**src/rtl/dot_product_fp16_pkg.sv**
```systemverilog
// Shared constants and types for the fp16 dot-product stack and its input feeder.
package dot_product_fp16_pkg;

  localparam int unsigned K_DEF     = 4;
  localparam int unsigned B_DEF     = 2;
  localparam int unsigned FP_DEF    = 16;
  localparam int unsigned LANES_DEF = K_DEF * B_DEF;
  localparam int unsigned LW_DEF    = $clog2(LANES_DEF + 1);

  localparam logic [15:0] FP16_ZERO = 16'h0000;

  typedef logic [LW_DEF-1:0] lane_cnt_t;

  typedef enum logic [1:0] {
    StIdle,
    StActive,
    StPad
  } state_e;

endpackage

```
**src/rtl/fp16_lane_mask.sv**
```systemverilog
// Zeroes every lane at index >= n_i; n_i == 0 keeps all lanes.
module fp16_lane_mask
  import dot_product_fp16_pkg::*;
#(
  parameter int unsigned Lanes = 8,
  parameter int unsigned FP    = 16,
  parameter int unsigned LW    = 4
) (
  input  logic [Lanes*FP-1:0] lanes_i,
  input  logic [LW-1:0]       n_i,
  output logic [Lanes*FP-1:0] lanes_o
);

  for (genvar l = 0; l < Lanes; l++) begin : g_lane
    assign lanes_o[l*FP +: FP] = ((n_i == '0) || (32'(l) < 32'(n_i))) ? lanes_i[l*FP +: FP]
                                                                       : FP'(FP16_ZERO);
  end

endmodule

```
**src/rtl/dot_product_fp16_feeder.sv**
```systemverilog
// Feeds the fp16 dot-product stack: masks tail lanes, pads short vectors with zero beats,
// and guarantees every cycle between first and last carries data or zeros.
module dot_product_fp16_feeder
  import dot_product_fp16_pkg::*;
#(
  parameter int unsigned K         = K_DEF,
  parameter int unsigned B         = B_DEF,
  parameter int unsigned FP        = FP_DEF,
  parameter int unsigned MIN_BEATS = 2,
  parameter int unsigned LW        = $clog2(K * B + 1)
) (
  input  logic               i_clk,
  input  logic               i_reset,
  input  logic               i_valid,
  output logic               o_ready,
  input  logic [K*B*FP-1:0]  i_a,
  input  logic [K*B*FP-1:0]  i_b,
  input  logic               i_last,
  input  logic [LW-1:0]      i_lanes,
  output logic [K*B*FP-1:0]  o_a,
  output logic [K*B*FP-1:0]  o_b,
  output logic               o_first,
  output logic               o_last,
  output logic               o_busy,
  output logic [15:0]        o_vec_count
);

  localparam int unsigned Lanes = K * B;
  localparam int unsigned W     = Lanes * FP;
  localparam int unsigned BW    = $clog2(MIN_BEATS + 1);
  localparam logic [BW:0] MinBeats = (BW + 1)'(MIN_BEATS);

  state_e          state_q, state_d;
  logic [BW-1:0]   bcnt_q, bcnt_d, bcnt_inc;
  logic [W-1:0]    a_q, a_d, b_q, b_d, a_masked, b_masked;
  logic            first_q, first_d, last_q, last_d, busy_q, busy_d, ready_q, ready_d;
  logic [15:0]     count_q, count_d;
  logic            accept, min_met, issue_last;
  logic [LW-1:0]   mask_n;

  assign accept = i_valid & ready_q;
  // Lane count only applies to the final beat; 0 means all lanes.
  assign mask_n = i_last ? i_lanes : '0;

  fp16_lane_mask #(.Lanes(Lanes), .FP(FP), .LW(LW)) u_mask_a (
    .lanes_i (i_a),
    .n_i     (mask_n),
    .lanes_o (a_masked)
  );

  fp16_lane_mask #(.Lanes(Lanes), .FP(FP), .LW(LW)) u_mask_b (
    .lanes_i (i_b),
    .n_i     (mask_n),
    .lanes_o (b_masked)
  );

  assign min_met  = (({1'b0, bcnt_q} + 1'b1) >= MinBeats);
  assign bcnt_inc = min_met ? MinBeats[BW-1:0] : bcnt_q + BW'(1);

  always_ff @(posedge i_clk) begin
    if (i_reset) begin
      state_q <= StIdle;
      bcnt_q  <= '0;
      a_q     <= '0;
      b_q     <= '0;
      first_q <= 1'b0;
      last_q  <= 1'b0;
      busy_q  <= 1'b0;
      ready_q <= 1'b0;
      count_q <= '0;
    end else begin
      state_q <= state_d;
      bcnt_q  <= bcnt_d;
      a_q     <= a_d;
      b_q     <= b_d;
      first_q <= first_d;
      last_q  <= last_d;
      busy_q  <= busy_d;
      ready_q <= ready_d;
      count_q <= count_d;
    end
  end

  always_comb begin
    state_d    = state_q;
    bcnt_d     = bcnt_q;
    issue_last = 1'b0;
    unique case (state_q)
      StIdle: begin
        if (accept) begin
          bcnt_d = BW'(1);
          if (i_last && (MIN_BEATS == 1)) begin
            issue_last = 1'b1;
          end else if (i_last) begin
            state_d = StPad;
          end else begin
            state_d = StActive;
          end
        end
      end
      StActive: begin
        // Gaps leave bcnt alone; only issued data beats count toward the minimum.
        if (accept) begin
          bcnt_d = bcnt_inc;
          if (i_last && min_met) begin
            issue_last = 1'b1;
            state_d    = StIdle;
          end else if (i_last) begin
            state_d = StPad;
          end
        end
      end
      StPad: begin
        bcnt_d = bcnt_inc;
        if (min_met) begin
          issue_last = 1'b1;
          state_d    = StIdle;
        end
      end
      default: state_d = StIdle;
    endcase
  end

  always_comb begin
    a_d     = accept ? a_masked : '0;
    b_d     = accept ? b_masked : '0;
    first_d = accept && (state_q == StIdle);
    last_d  = issue_last;
    busy_d  = (state_d != StIdle);
    ready_d = (state_d != StPad);
    count_d = count_q + 16'(issue_last);
  end

  assign o_a         = a_q;
  assign o_b         = b_q;
  assign o_first     = first_q;
  assign o_last      = last_q;
  assign o_busy      = busy_q;
  assign o_ready     = ready_q;
  assign o_vec_count = count_q;

endmodule

```
**config.mk**
```make
export PLATFORM = sky130hd
export DESIGN_NAME = dot_product_fp16_feeder
export DESIGN_NICKNAME = d
export VERILOG_FILES = /design/src/rtl/dot_product_fp16_pkg.sv /design/src/rtl/fp16_lane_mask.sv /design/src/rtl/dot_product_fp16_feeder.sv
export SDC_FILE = /design/constraint.sdc
export NUM_CORES = 1
export LEC_CHECK = 0
export CAP_MARGIN = 5
export CORE_AREA = 8 8 205 207
export DETAILED_ROUTE_END_ITERATION = 6
export DIE_AREA = 0 0 213 215
export GPL_ROUTABILITY_DRIVEN = 0
export PLACE_DENSITY = 0.63
export SLEW_MARGIN = 25
export SYNTH_ARGS = -nofsm -noshare
export SYNTH_HDL_FRONTEND = slang
export SYNTH_SLANG_ARGS = --single-unit
export TNS_END_PERCENT = 20
```
**constraint.sdc**
```tcl
create_clock -name i_clk -period 2.3 [get_ports i_clk]
set_input_delay 0.23 -clock i_clk [delete_from_list [all_inputs] [get_ports i_clk]]
set_output_delay 0.23 -clock i_clk [all_outputs]
set_load 0.01 [all_outputs]
```
==> impl_metrics.yaml <==
status:
  status: "finished clean"
route:
  via_count: 6564
  via_per_inst: 3.69
  routed_wl_um: 30600
  drc_errors: 0
  dr.pass1.iters: 4
  ant_nets: 0
  drt_iter0_markers: 173
  wl_per_cell_um: 17.2
global_route:
  grt_usage: 0.124
  grt_pass1_vias: 6966
  grt_overflow_total: 0
  grt_first_pass_wirelength_um: 43700
  antenna_found_initial: 3
  grt_max_degree: 34
logic_synthesis:
  synthTopCellsByArea: "dfxtp_1 (69%), and2_1 (20%), clkbuf_2 (1.1%)"
  synth-edff-count: 0
  ys_top_cells_by_count: "dfxtp_1 (280), and2_1 (259), clkbuf_2 (18)"
  synth_top_area_share: 0.690
  syn-instance-count: 672
  yosys.cell_count.top_type: "dfxtp_1"
  yosysTopAreaCell: "dfxtp_1"
  synth_nets: 943
  postSynthAreaPerCell_um2: 12.1
  syn_area_um2: 8120
  ys_ff_latch: 280
  synth_flop_cell: "dfxtp_1"
  ys_warn_count: 0
  yosysSeqAreaShare: 0.690
  ys_types: 38
  async_flop_share: 0
cells_and_area:
  drive_gt1_frac: 0.0592
  fillCellCount: 3802
  post-route-util: 0.388
  fin_cells: 1777
  multi_input_area_um2: 2370
  nets: 1502
  synthToLayoutAreaGrowth_pct: 86.1
  seq_area_um2: 5610
pwr:
  power.density_nw_per_um2: 703
  comb_power_share: 0.098
  p_sw_w: 0.00224
  p_sw_frac: 0.211
  power.leakage_nw: 5.85
  peakVddDrop_mv: 0.446
  clkPwrFrac: 0.428
  p_int_w: 0.00838
  pwr-share-seq: 0.474
sta:
  worst_slew_pin_slew_ps: 774
  finalSetupViolations: 0
  fmax_mhz: 468
  rsz0062_at_grt: "no"
  fin_crit_sh: 0.928
  slew-limit-headroom: 0.483
  hold_viol: 0
  finalClockSkew_ps: 16.0
  fin_setup_tns_ps: 0
  finalCriticalPeriod_ps: 2130
  final-max-slew-violation-count: 0
critical_path:
  required_ps: 2780
  crit_path_start_kind: "flip-flop"
  crit_path_end_kind: "flip-flop"
  reg2reg_to: "o_vec_count[14]"
  cp_data_arrival_time_ps: 2610
  reg2reg_slack_ps: 170
  critPathKind: "reg2reg"
  reg2reg_from: "state_q[1]"
  reg2reg_depth: 9
  path_max_fanout: 6
hold_path:
  hold_start: "i_b[44]"
  hold_path.class: "in2reg"
  hold-path-endpoint: "o_b[44]"
  whs_path_depth: 2
placed_design:
  detailed_place_hpwl_um: 24600
  numPortBuffers: 539
  dp.cells: 1724
die:
  die_area_um2: 45800
  row_count: 73
  initial_core_util: 0.208
  die_h_um: 215
  die_x_um: 213
  io_pins: 540
  core_um2: 39000
cts:
  clockBufferDepth: 3
  clock_latency_ps: 550
  cts_tree: "yes"
  cts_made_buffers: 30
  clkTransAtPathRegs_ps: 60
  htreeDepth: 1
  cts_root_buffer: "clkbuf_16"
  cts.sinks: 280
run:
  drv_cap: 0
what timing repair did:
item,in CTS,in global routing
buffers inserted,0,0
resized for setup,0,3
hold buffers,0,0
endpoints found under the setup margin,0,3
hold endpoints to repair,0,0
flip-flops by register name (all words and copies together) (netlist names):
signal / flops
o_busy: 1
o_last: 1
o_vec_count: 16
state_q: 2
bcnt_q: 2
o_ready: 1
o_a: 128
o_b: 128
o_first: 1
kinds of logic after synthesis:
| logic type | after synthesis | share of synthesized area |
|---|---|---|
| xor+xnor | 12 | 0.0129 |
| mux | 3 | 0.00385 |
| simple gates | 310 | 0.236 |
| fa+ha+maj | 7 | 0.0108 |
| compound gates | 26 | 0.0270 |
| flops | 280 | 0.690 |
| buf+inv | 34 | 0.0194 |
worst max path at each step:
| stage | start | end | slack (ps) |
|---|---|---|---|
| floorplan | state_q[1] | o_vec_count[15] | 270 |
| global placement | i_valid | o_b[41] | -80 |
| detailed placement | i_valid | o_b[18] | -50 |
| CTS | state_q[1] | o_vec_count[14] | 70 |
| global route | state_q[1] | o_vec_count[14] | 6 |
| finish | state_q[1] | o_vec_count[14] | 170 |
placed cells by master (no fill, tap or decap), drive strengths merged, types with 6 or more instances in the layout:
cell type,Yosys,final
nor2,16,16
a21oi,12,12
ha,7,7
clkbuf,27,47
clkdlybuf4s50,0,539
dfxtp,280,280
nand3,6,6
xor2,10,10
buf,1,16
inv,6,6
and2,259,259
critical path, stage by stage (launching register included):
cell	delay [ps]
dfxtp_2	390
inv_1	100
ha_1	280
o21ai_0	100
nor2_1	150
ha_1	210
ha_2	230
nand4_1	130
or3_1	330
a21oi_1	150
final cells by class:
| cell class | instances | area share |
|---|---|---|
| clock inverters | 5 | 0.00215 |
| multi-input cells | 358 | 0.157 |
| diodes | 1 | 0.000166 |
| inverters | 6 | 0.00149 |
| repair buffers | 555 | 0.365 |
| well taps | 525 | 0.0435 |
| clock buffers | 47 | 0.0599 |
| flip-flops and latches | 280 | 0.371 |
stage by stage:
stage / setup slack, ps / cell area, µm² / power (W) / hold WS [ps]
2_1_floorplan: 268 / 8120 / 0.00540 / 352
3_3_place_gp: -77.9 / 14200 / 0.00619 / 497
3_5_place_dp: -48.9 / 14200 / 0.00620 / 500
4_1_cts: 65.0 / 15100 / 0.0108 / 188
5_1_grt: 6.37 / 15100 / 0.0111 / 204
6_report: 165 / 15100 / 0.0106 / 236
power groups by stage:
| stage | registers (W) | logic (W) | clock network (W) |
|---|---|---|---|
| final | 0.00504 | 0.00104 | 0.00455 |
| after global routing | 0.00505 | 0.00112 | 0.00491 |
| after CTS | 0.00504 | 0.00107 | 0.00474 |
| after detailed placement | 0.00514 | 0.00106 | 0 |
| after global placement | 0.00514 | 0.00105 | 0 |
| after floorplan | 0.00521 | 0.000188 | 0 |
metal layers:
| metal | GRT usage | part of all wire | vias up |
|---|---|---|---|
| li1 | - | - | 3207 |
| met1 | 0.126 | 0.36 | 2986 |
| met2 | 0.227 | 0.50 | 321 |
| met3 | 0.0530 | 0.12 | 46 |
| met4 | 0.0377 | 0.025 | 4 |
| met5 | 0 | 0.00092 | - |
Note: power is estimated with default switching activity, not from simulation.
